### config.mk
export PLATFORM = sky130hd
export DESIGN_NAME = muldiv_sequencer
export DESIGN_NICKNAME = d
export VERILOG_FILES = /design/src/rtl/riscv_pkg.sv /design/src/rtl/muldiv_iter_dp.sv /design/src/rtl/muldiv_sequencer.sv
export SDC_FILE = /design/constraint.sdc
export NUM_CORES = 1
export LEC_CHECK = 0
export ABC_AREA = 1
export ABC_CLOCK_PERIOD_IN_PS = 2400
export CELL_PAD_IN_SITES_DETAIL_PLACEMENT = 0
export CELL_PAD_IN_SITES_GLOBAL_PLACEMENT = 1
export CORE_AREA = 2 2 164 134
export DETAILED_ROUTE_END_ITERATION = 12
export DIE_AREA = 0 0 166 136
export GPL_ROUTABILITY_DRIVEN = 0
export PLACE_DENSITY_LB_ADDON = 0.12
export SLEW_MARGIN = 0
export SYNTH_ARGS = -nofsm -noshare
export SYNTH_HDL_FRONTEND = slang
export SYNTH_SLANG_ARGS = --single-unit
### constraint.sdc
create_clock -name clk -period 2.4 [get_ports clk]
set_clock_uncertainty 0.15 [all_clocks]
set_input_delay 0.48 -clock clk [delete_from_list [all_inputs] [get_ports clk]]
set_output_delay 0.48 -clock clk [all_outputs]
set_load 0.05 [all_outputs]
### src/rtl/riscv_pkg.sv
// Shared RISC-V constants: ALU opcodes, RV32M funct3 codes and the muldiv sequencer states.
// MULDIV_DIV_EN (used by the muldiv files) selects whether the divide ops are built.
package riscv_pkg;

    localparam logic [3:0] OP_ADD  = 4'b0000;
    localparam logic [3:0] OP_SUB  = 4'b0001;
    localparam logic [3:0] OP_SLL  = 4'b0010;
    localparam logic [3:0] OP_SLT  = 4'b0011;
    localparam logic [3:0] OP_XOR  = 4'b0100;
    localparam logic [3:0] OP_SRL  = 4'b0101;
    localparam logic [3:0] OP_SRA  = 4'b0110;
    localparam logic [3:0] OP_OR   = 4'b0111;
    localparam logic [3:0] OP_AND  = 4'b1000;
    localparam logic [3:0] OP_SLTU = 4'b1001;

    localparam logic [2:0] F3_MUL    = 3'b000;
    localparam logic [2:0] F3_MULH   = 3'b001;
    localparam logic [2:0] F3_MULHSU = 3'b010;
    localparam logic [2:0] F3_MULHU  = 3'b011;
    localparam logic [2:0] F3_DIV    = 3'b100;
    localparam logic [2:0] F3_DIVU   = 3'b101;
    localparam logic [2:0] F3_REM    = 3'b110;
    localparam logic [2:0] F3_REMU   = 3'b111;

    typedef enum logic [2:0] {
        ST_IDLE   = 3'd0,
        ST_NEG_A  = 3'd1,
        ST_NEG_B  = 3'd2,
        ST_ITER   = 3'd3,
        ST_FIX_LO = 3'd4,
        ST_FIX_HI = 3'd5,
        ST_DONE   = 3'd6
    } md_state_e;

    // High-word multiplies and remainders return the hi/rem register; the rest return lo/quo.
    function automatic logic f3_sel_hi(input logic [2:0] f3);
        return (!f3[2] && (f3 != F3_MUL)) || (f3[2:1] == 2'b11);
    endfunction

endpackage

### src/rtl/muldiv_iter_dp.sv
// Iteration datapath for muldiv_sequencer: hi/rem, lo/quo, operand and count registers.
// The restoring-divide update is only built with MULDIV_DIV_EN.
module muldiv_iter_dp #(
    parameter int XLEN = 32
) (
    input  logic            clk,
    input  logic            rst_n,
    input  logic            i_load,
    input  logic [XLEN-1:0] i_hi_init,
    input  logic [XLEN-1:0] i_lo_init,
    input  logic [XLEN-1:0] i_mcand_init,
    input  logic            i_neg_a,
    input  logic            i_neg_b,
    input  logic            i_iter,
`ifdef MULDIV_DIV_EN
    input  logic            i_is_div,
`endif
    input  logic            i_fix_lo,
    input  logic            i_fix_rem,
    input  logic            i_fix_hi,
    input  logic [XLEN-1:0] i_alu_result,
    input  logic            i_alu_carry,
    output logic [XLEN-1:0] o_hi,
    output logic [XLEN-1:0] o_lo,
    output logic [XLEN-1:0] o_mcand,
    output logic [4:0]      o_cnt,
    output logic            o_z
);

    logic [XLEN-1:0] r_hi, r_lo, r_mcand;
    logic [4:0]      r_cnt;
    logic            r_z;
    logic [XLEN-1:0] w_hi_nxt, w_lo_nxt;
`ifdef MULDIV_DIV_EN
    logic            w_quo_bit;
`endif

    always_comb begin
        w_hi_nxt = {i_alu_carry, i_alu_result[XLEN-1:1]};
        w_lo_nxt = {i_alu_result[0], r_lo[XLEN-1:1]};
`ifdef MULDIV_DIV_EN
        w_quo_bit = r_hi[XLEN-1] | ~i_alu_carry;
        if (i_is_div) begin
            // 33-bit partial remainder {r_hi, r_lo[MSB]}; its top bit forces a subtract.
            w_hi_nxt = w_quo_bit ? i_alu_result : {r_hi[XLEN-2:0], r_lo[XLEN-1]};
            w_lo_nxt = {r_lo[XLEN-2:0], w_quo_bit};
        end
`endif
    end

    always_ff @(posedge clk or negedge rst_n) begin
        if (!rst_n) begin
            r_hi    <= '0;
            r_lo    <= '0;
            r_mcand <= '0;
            r_cnt   <= '0;
            r_z     <= 1'b0;
        end else if (i_load) begin
            r_hi    <= i_hi_init;
            r_lo    <= i_lo_init;
            r_mcand <= i_mcand_init;
            r_cnt   <= 5'd31;
            r_z     <= 1'b0;
        end else if (i_neg_a) begin
            r_lo <= i_alu_result;
        end else if (i_neg_b) begin
            r_mcand <= i_alu_result;
        end else if (i_iter) begin
            r_hi  <= w_hi_nxt;
            r_lo  <= w_lo_nxt;
            r_cnt <= r_cnt - 5'd1;
        end else if (i_fix_lo) begin
            if (i_fix_rem) r_hi <= i_alu_result;
            else           r_lo <= i_alu_result;
            r_z <= (r_lo == '0);
        end else if (i_fix_hi) begin
            r_hi <= i_alu_result;
        end
    end

    assign o_hi    = r_hi;
    assign o_lo    = r_lo;
    assign o_mcand = r_mcand;
    assign o_cnt   = r_cnt;
    assign o_z     = r_z;

endmodule

### src/rtl/muldiv_sequencer.sv
// RV32M multiply/divide controller that time-shares the execute-stage ALU (ADD/SUB/XOR).
// Define MULDIV_DIV_EN to build DIV/DIVU/REM/REMU; otherwise those ops complete with rsp_err.
module muldiv_sequencer
    import riscv_pkg::*;
#(
    parameter int XLEN = 32
) (
    input  logic            clk,
    input  logic            rst_n,
    input  logic            req_valid,
    output logic            req_ready,
    input  logic [2:0]      req_op,
    input  logic [XLEN-1:0] req_a,
    input  logic [XLEN-1:0] req_b,
    output logic            rsp_valid,
    input  logic            rsp_ready,
    output logic [XLEN-1:0] rsp_data,
    output logic            rsp_err,
    output logic            busy,
    output logic [XLEN-1:0] alu_operand_a,
    output logic [XLEN-1:0] alu_operand_b,
    output logic [3:0]      alu_op,
    input  logic [XLEN-1:0] alu_result,
    input  logic            alu_carry
);

    md_state_e       r_state, w_state_nxt;
    logic [2:0]      r_op;
    logic            r_sa, r_sb, r_err;
    logic            w_accept, w_a_signed, w_b_signed, w_sa, w_sb;
    logic            w_special, w_err_req, w_neg, w_fix_rem, w_z;
    logic [XLEN-1:0] w_hi_init, w_lo_init, w_hi, w_lo, w_mcand, w_sel;
    logic [4:0]      w_cnt;

    assign w_accept   = req_valid & (r_state == ST_IDLE);
    assign w_a_signed = (req_op == F3_MULH) | (req_op == F3_MULHSU) | (req_op == F3_DIV) | (req_op == F3_REM);
    assign w_b_signed = (req_op == F3_MULH) | (req_op == F3_DIV) | (req_op == F3_REM);
    assign w_sa       = w_a_signed & req_a[XLEN-1];
    assign w_sb       = w_b_signed & req_b[XLEN-1];

`ifdef MULDIV_DIV_EN
    localparam logic [XLEN-1:0] INT_MIN = {1'b1, {(XLEN-1){1'b0}}};
    logic w_div0, w_ovf;

    assign w_div0    = req_op[2] & (req_b == '0);
    assign w_ovf     = ((req_op == F3_DIV) | (req_op == F3_REM)) & (req_a == INT_MIN) & (req_b == '1);
    assign w_special = w_div0 | w_ovf;
    assign w_err_req = 1'b0;
    assign w_fix_rem = (r_op == F3_REM);

    // Special cases preload the final {rem, quo} and skip straight to DONE.
    always_comb begin
        w_hi_init = '0;
        w_lo_init = req_a;
        if (w_div0) begin
            w_hi_init = req_a;
            w_lo_init = '1;
        end else if (w_ovf) begin
            w_lo_init = INT_MIN;
        end
    end
`else
    assign w_special = 1'b0;
    assign w_err_req = req_op[2];
    assign w_fix_rem = 1'b0;
    assign w_hi_init = '0;
    assign w_lo_init = req_a;
`endif

    // Remainder takes the dividend's sign; everything else the product/quotient sign.
    assign w_neg = (r_op == F3_REM) ? r_sa : (r_sa ^ r_sb);

    always_comb begin
        w_state_nxt = r_state;
        case (r_state)
            ST_IDLE: begin
                if (w_accept) begin
                    if (w_special | w_err_req) w_state_nxt = ST_DONE;
                    else if (w_sa)             w_state_nxt = ST_NEG_A;
                    else if (w_sb)             w_state_nxt = ST_NEG_B;
                    else                       w_state_nxt = ST_ITER;
                end
            end
            ST_NEG_A:  w_state_nxt = r_sb ? ST_NEG_B : ST_ITER;
            ST_NEG_B:  w_state_nxt = ST_ITER;
            ST_ITER:   if (w_cnt == 5'd0) w_state_nxt = w_neg ? ST_FIX_LO : ST_DONE;
            ST_FIX_LO: w_state_nxt = r_op[2] ? ST_DONE : ST_FIX_HI;
            ST_FIX_HI: w_state_nxt = ST_DONE;
            ST_DONE:   if (rsp_ready) w_state_nxt = ST_IDLE;
            default:   w_state_nxt = ST_IDLE;
        endcase
    end

    always_ff @(posedge clk or negedge rst_n) begin
        if (!rst_n) begin
            r_state <= ST_IDLE;
            r_op    <= '0;
            r_sa    <= 1'b0;
            r_sb    <= 1'b0;
            r_err   <= 1'b0;
        end else begin
            r_state <= w_state_nxt;
            if (w_accept) begin
                r_op  <= req_op;
                r_sa  <= w_sa;
                r_sb  <= w_sb;
                r_err <= w_err_req;
            end
        end
    end

    always_comb begin
        alu_operand_a = '0;
        alu_operand_b = '0;
        alu_op        = OP_ADD;
        case (r_state)
            ST_NEG_A: begin
                alu_operand_b = w_lo;
                alu_op        = OP_SUB;
            end
            ST_NEG_B: begin
                alu_operand_b = w_mcand;
                alu_op        = OP_SUB;
            end
            ST_ITER: begin
`ifdef MULDIV_DIV_EN
                if (r_op[2]) begin
                    alu_operand_a = {w_hi[XLEN-2:0], w_lo[XLEN-1]};
                    alu_operand_b = w_mcand;
                    alu_op        = OP_SUB;
                end else
`endif
                begin
                    alu_operand_a = w_hi;
                    alu_operand_b = w_lo[0] ? w_mcand : '0;
                end
            end
            ST_FIX_LO: begin
                alu_operand_b = w_fix_rem ? w_hi : w_lo;
                alu_op        = OP_SUB;
            end
            ST_FIX_HI: begin
                // Carry from the low-word negate only propagates when the low word was zero.
                if (w_z) begin
                    alu_operand_b = w_hi;
                    alu_op        = OP_SUB;
                end else begin
                    alu_operand_a = w_hi;
                    alu_operand_b = '1;
                    alu_op        = OP_XOR;
                end
            end
            default: ;
        endcase
    end

    muldiv_iter_dp #(.XLEN(XLEN)) u_dp (
        .clk          (clk),
        .rst_n        (rst_n),
        .i_load       (w_accept),
        .i_hi_init    (w_hi_init),
        .i_lo_init    (w_lo_init),
        .i_mcand_init (req_b),
        .i_neg_a      (r_state == ST_NEG_A),
        .i_neg_b      (r_state == ST_NEG_B),
        .i_iter       (r_state == ST_ITER),
`ifdef MULDIV_DIV_EN
        .i_is_div     (r_op[2]),
`endif
        .i_fix_lo     (r_state == ST_FIX_LO),
        .i_fix_rem    (w_fix_rem),
        .i_fix_hi     (r_state == ST_FIX_HI),
        .i_alu_result (alu_result),
        .i_alu_carry  (alu_carry),
        .o_hi         (w_hi),
        .o_lo         (w_lo),
        .o_mcand      (w_mcand),
        .o_cnt        (w_cnt),
        .o_z          (w_z)
    );

    assign w_sel     = f3_sel_hi(r_op) ? w_hi : w_lo;
    assign rsp_valid = (r_state == ST_DONE);
    assign rsp_data  = (rsp_valid & ~r_err) ? w_sel : '0;
    assign rsp_err   = rsp_valid & r_err;
    assign busy      = (r_state != ST_IDLE);
    assign req_ready = (r_state == ST_IDLE);

endmodule

==> summary by stage <==
Logic synthesis
The average cell area after synthesis is between 6 and 7 µm². Counting flops with an async set or reset pin after synthesis yields a share of 100%. The cell area that synthesis handed to floorplanning was about 7000 µm². Synthesis produced a netlist whose cell count is approximately 1,000. The post-synthesis cell type count is 31.

The total of warnings raised by yosys is 0. In the post-synthesis netlist, the biggest area contributors are sky130_fd_sc_hd__dfrtp_1 (39%), sky130_fd_sc_hd__nor2_1 (11%), sky130_fd_sc_hd__nand2_1 (8.4%). Summed over its instances, the top area cell type makes up between 30% and 40% of the synthesized netlist area.

The largest total area in the synthesized netlist belongs to sky130_fd_sc_hd__dfrtp_1. The share of the Yosys chip area taken by registers is about two fifths. The most common flop cell mapped by yosys is sky130_fd_sc_hd__dfrtp_1. The total of flip-flops plus latches after synthesis is 110.

In this run, synthesis inferred 0 flip-flops with an integrated enable.

Cells and area
The share of cells above drive strength 1 is between 20% and 30%. The most common cell after layout, fill and taps aside is sky130_fd_sc_hd__nor2_1. In the layout the commonest cells are sky130_fd_sc_hd__nor2_1 (169), sky130_fd_sc_hd__nand2_1 (151), sky130_fd_sc_hd__inv_1 (142), sky130_fd_sc_hd__buf_12 (129), sky130_fd_sc_hd__dfrtp_1 (107). Summing all non-filler instances in the final layout gives an area of 13,200 µm². The number of standard cells in the final layout excluding fillers is between 1,500 and 2,000.

The net count reported at finish is 1,386. The number of inserted diodes is 0. The area growth from synthesis to layout is 88.7%. The layout filler cell count is roughly 1,800.

Placement
The wire-length estimate of the detail-placed layout is 19,300 µm. The instance area after placement is between 10,000 and 15,000 µm². The total of buffers placed on input and output ports is slightly above 200.

The number of instances in the placed design is ~1,500.

Setup path
The longest individual stage delay on the worst path is approximately 0.46 ns. At the worst endpoint, the required time is 1.77 ns. The signal on the critical path passes through buf_4 > nand3_2 > inv_4 > a21oi_4 > buf_4 > buf_16 > o221ai_2 > buf_12. The largest fanout of any net on the critical path is 9.

The source of the worst register-to-register timing path is r_state[1]. In this run the worst setup path begins at r_state[1]. In this design, the largest share of critical-path delay is due to buffers and inverters.

The buffering stage count on the worst path with inverters included is 5. The library cell appearing most often on the critical path is sky130_fd_sc_hd__buf_4. For this design, the slowest cell found on the critical path is sky130_fd_sc_hd__dfrtp_2. The startpoint type of the worst setup path is a register. Data arrives at the worst endpoint at roughly 2.0 ns. The critical path is of the register to output port type. The kind of end point of the critical path is an output port.

Global routing
The first global-routing pass estimated around 45,000 µm of wire. For this run, the total global-route usage over all layers was measured as about 26%. The number of antenna violations at the first check in global routing came to 0. The maximum number of pins on one net before global-route repair is 51. The total overflow left after global routing is 0.

The via count of the first global-routing pass is just under 8,000.

Power
The worst ir drop on vdd is 1.34 mV. In this run the power density over the cells is 1790 nW/µm². In this run the static leakage power is roughly 0.0056 µW. The total power after layout is 23,700 µW.

Outcome
The checks that failed: negative setup slack. The flow ran to the end, but the final reports show violations.

Drt
The routed design has about 30,000 µm of wire. In this run, the number of DRC markers left after iteration 0 of detailed routing was 551. The total iterations of the first detailed-routing run is 5. The residual antenna-violating net count after detailed routing is 0.

The mean number of vias per cell is 5.14. In the final routed layout, each cell accounts on average for between 15 and 20 µm. After detailed routing, the number of remaining DRC violations is 0.

For this block, the via count after detailed routing is roughly 8,000.

Die
The placement row count is 48. For this configuration, the core starts out at a cell density of 33.3%. The die is ~140 µm tall. The number of top-level pins is 208. The total area inside the core boundary comes to 21,100 µm². The floorplan step defined a die boundary enclosing around 23,000 µm². From left edge to right edge, the die measures 166 µm.

Clock network
CTS built an H-tree with a depth of 3. The clock latency of the later-clocked register in the worst-skew pair is ~0.36 ns. TritonCTS built the clock tree. The clock passes through at most 2 buffers. The root cell of the clock tree is sky130_fd_sc_hd__clkbuf_16. For this design, the sink count on the clock tree is 110.

Buffers inserted during clock tree synthesis total 9. Clock-pin slew was measured on the worst setup and hold paths at ~0.070 ns.

Timing
Setup repair after global routing could not meet its margin everywhere. Counting I/O delays and the setup requirement, the final critical path takes approximately 2.6 ns. The post-route fraction of the period consumed by the critical path is 109%. The total count of hold-check failures in the final report is 0.

The number of slew-limit violations in the final report is 0. On the final layout, the worst hold slack is 0.370 ns. The count of endpoints failing setup in the final report is 96.

Setup slack on the critical path of the routed design comes to -0.223 ns. Timing would allow up to between 300 and 400 MHz.

Run
Across the run, the number of max-cap violations was 0.

Worst hold path
The startpoint of the lowest-slack hold path is u_dp.o_lo[10]. The class of the worst hold path is register to register.
[metal layers]
layer  vias up  track usage (%)  wire [µm]
met5         -                0          0
met4         0             5.22        418
met3        33             4.75       1580
met2       259             42.3      14100
met1      3878             35.5      14000
li1       3841                -          -
[sequential cells by signal, indices dropped and copies added (netlist names)]
register      cells
u_dp.o_hi        32
u_dp.o_lo        32
u_dp.o_mcand     32
u_dp.o_cnt        5
r_op              3
r_state           3
r_sa              1
r_sb              1
u_dp.o_z          1
[tightest hold or removal path: stages, from the launching register on]
cell and delay, ns:
sky130_fd_sc_hd__dfrtp_1 0.34, sky130_fd_sc_hd__nor2_1 0.05, sky130_fd_sc_hd__nor2_1 0.09
[through the flow]
step                utilization (%)  setup slack (ns)  setup TNS (ns)
floorplan                         -            -0.138           -7.53
global placement               53.8             0.101               0
detailed placement             53.8            0.0982               0
CTS                            60.0            -0.206          -11.73
global route                   62.9            -0.273          -19.60
finish                         62.9            -0.223          -14.41
[layout make-up]
class | count | area (µm²) | share of cell area (%)
sequential | 110 | 2760 | 20.8
clock inverter | 6 | 86.3 | 0.652
multi-input combinational | 690 | 4670 | 35.2
clock buffer | 10 | 229 | 1.73
inverter | 150 | 568 | 4.29
timing repair buffer | 319 | 4600 | 34.7
tap | 275 | 344 | 2.60
[logic make-up after synthesis]
family                     count (synthesis)  synth area share (%)
and+or+nand+nor                          420                  24.3
AOI/OAI and AO/OA                        265                  23.3
buffers and inverters                    218                  12.8
DFF                                      110                  39.2
adders and majority gates                  2                 0.356
other                                      1                0.0534
[synth_stat cells, drive strengths merged (2+ instances only)]
cell	number
nor2	210
nand2	161
o21ai	156
inv	150
dfrtp	110
buf	51
nand3	37
a211oi	32
o211ai	32
o221ai	32
clkbuf	17
nand4	9
a31oi	6
a21oi	5
ha	2
nor3	2
[where the power goes]
part / internal, µW / switching, µW / leakage [µW]
Combinational: 8020 / 10600 / 0.00415
Clock: 917 / 760 / 0.000152
Sequential: 2810 / 597 / 0.00131
Total: 11700 / 11900 / 0.00562
[worst paths after layout]
| path | to | slack, ns | cells after the start |
|---|---|---|---|
| min | u_dp.o_lo[10] | 0.37 | 2 |
| min reg2reg | u_dp.o_lo[10] | 0.37 | 2 |
| max | alu_operand_b[10] | -0.22 | 8 |
| max in group asynchronous | r_op[1] | 1.05 | 3 |
| max reg2reg | u_dp.o_lo[1] | 0.12 | 12 |
| min in group asynchronous | u_dp.o_mcand[4] | 0.45 | 2 |
[repair_timing]
item                       in CTS  in global routing
gates resized for setup       101                 51
hold buffers                    1                  0
setup endpoints to repair      97                119
cloned                          8                  5
hold endpoints to repair       27                  0
pin swaps                      15                 16
setup buffers                  35                 23
Power figures use the tool's default switching activity.
==> RTL edit: new RTL, same flow settings <==
Encoding of `md_state_e`: now one-hot (7 bits for 7 states).
--- a/src/rtl/riscv_pkg.sv
+++ b/src/rtl/riscv_pkg.sv
@@ -24,10 +24,10 @@
 
-    typedef enum logic [2:0] {
-        ST_IDLE   = 3'd0,
-        ST_NEG_A  = 3'd1,
-        ST_NEG_B  = 3'd2,
-        ST_ITER   = 3'd3,
-        ST_FIX_LO = 3'd4,
-        ST_FIX_HI = 3'd5,
-        ST_DONE   = 3'd6
+    typedef enum logic [6:0] {
+        ST_IDLE   = 7'b0000001,
+        ST_NEG_A  = 7'b0000010,
+        ST_NEG_B  = 7'b0000100,
+        ST_ITER   = 7'b0001000,
+        ST_FIX_LO = 7'b0010000,
+        ST_FIX_HI = 7'b0100000,
+        ST_DONE   = 7'b1000000
     } md_state_e;
Formal check against the unedited RTL: same outputs for any inputs over 4 cycles, from zero or initial values and one cycle with rst_n low; so few cycles prove little.
==> RTL edit against the unedited design <==
  * The flow still finishes with violations (setup timing)
  * Utilization shrank 2.2 points
  * Synthesized area is 10% higher
  * First-iteration DRC count up 33%
  * Wire length rose by 1.5%
  * Die area did not move
  * Synthesized cell count increased by 16%
  * Setup slack worse by 0.13 ns
  * Sequential cell count grew 4
  * Critical path depth rose by 2
  * Final area fell by 3.6%
  * Largest cell class unchanged
  * Highest routed layer unchanged
Power is not compared: it rests on default switching activity, and its combinational part moved more than twofold at a synthesized area within 25%.
==> RTL edit: results (changes against the unedited design) <==
{| class="wikitable"
! Metric !! Value
|-
| Reg2Reg Setup Slack || 0.16 ns (+0.04 ns)
|-
| Share of final-layout standard cells stronger than drive strength 1 || 0.235 (-0.0549)
|-
| Area contributors post-synth || sky130_fd_sc_hd__dfrtp_1 (37%), sky130_fd_sc_hd__nand2_1 (19%), sky130_fd_sc_hd__nand3_1 (7.5%), sky130_fd_sc_hd__o21ai_0 (6.1%), sky130_fd_sc_hd__inv_1 (5.4%)
|-
| Fill count || 1,876 (+4.4%)
|-
| Total setup buffers inserted after CTS || 9 (-74%)
|-
| Half-perimeter wire length after placement || 21,500 um (+11%)
|-
| DR vias/cell || 5.21 (+1.5%)
|-
| Final setup violation count || 99 (+3.1%)
|-
| Maximum number of pins on one net before global-route repair || 50 (-2.0%)
|-
| Top cells by count, synth || sky130_fd_sc_hd__nand2_1 (396), sky130_fd_sc_hd__nand3_1 (116), sky130_fd_sc_hd__dfrtp_1 (113), sky130_fd_sc_hd__inv_1 (111), sky130_fd_sc_hd__o21ai_0 (95)
|-
| Violations in the final reports || setup timing
|-
| Amount of wire on met3 after detailed routing || 2160 um (+37%)
|-
| Worst Setup Slack, final || -0.350 ns (-0.128 ns)
|-
| Number of standard cells in the layout, taps in and fillers out || 1,673 (+7.2%)
|-
| Arithmetic-cell share of the synthesized area counting full adders, half adders and majority gates || 0.00324 (-0.000328)
|-
| Worst setup path startpoint || r_state[0]$_DFFE_PN1P_
|-
| Synth Area in Compound Gates || 0.129 (-0.104)
|-
| Slowest stage cell on the critical path || sky130_fd_sc_hd__dfstp_2
|-
| Sequential cell area fraction in the yosys report || 0.369 (-0.0229)
|-
| Crit-path max FO || 17 (+8)
|-
| Net count of the finished layout || 1,491 (+7.6%)
|-
| Data arrival time of the critical path || 2.12 ns (+0.13 ns)
|-
| Post-Route Setup TNS || -26.54 ns (-12.12 ns)
|-
| Syn avg cell area || 6.57 um2 (-4.9%)
|-
| Drt first-iter violations || 732 (+33%)
|-
| HP Start || r_op[0]$_DFFE_PN0P_
|-
| Post_cts resized || 25 (-75%)
|-
| Xor-xnor portion of the synthesized cell area || 0.00227 (+0.00227)
|-
| Number of buffers added by the clock tree synthesis step || 17 (+8)
|-
| Met1 layer wirelength in the final routing || 14,200 um (+1.3%)
|-
| Worst reg2reg path endpoint || u_dp.o_lo[29]$_DFFE_PN0P_
|-
| Status || finished with violations
|-
| Wire length of the first global-routing pass || 47,500 um (+6.3%)
|-
| Endpoint of the worst hold path || r_op[0]$_DFFE_PN0P_
|-
| Family with the most delay on the worst path || flip-flops
|-
| Via count of the first global-routing pass || 8,467 (+9.0%)
|-
| Sum of met2 wire segment lengths after detailed routing || 13,700 um (-2.4%)
|}
[RTL edit: final cells by class]
cell class,instances,area (um2),share of cell area
multi-input combinational,872,4780,0.374
timing repair buffer,264,3790,0.297
sequential,114,2850,0.223
clock buffer,21,450,0.0352
inverter,116,442,0.0346
tap,275,344,0.0269
clock inverter,11,113,0.00881
[RTL edit: per-stage QoR]
| stage | hold WS (ns) | total power [mW] | cell area (um2) | setup slack, ns |
|---|---|---|---|---|
| global route | 0.378 | 14.9 | 12800 | -0.438 |
| detailed placement | 0.330 | 11.3 | 12000 | 0.0685 |
| global placement | 0.319 | 11.2 | 12000 | 0.0768 |
| finish | 0.349 | 13.9 | 12800 | -0.350 |
| CTS | 0.344 | 13.9 | 12700 | -0.356 |
| floorplan | 0.0344 | 8.34 | 8390 | -0.0506 |
[RTL edit: layer usage]
layer | up-vias | global-route usage
li1 | 4199 | -
met1 | 4121 | 0.383
met2 | 366 | 0.434
met3 | 30 | 0.0501
met4 | 0 | 0.0667
met5 | - | 0
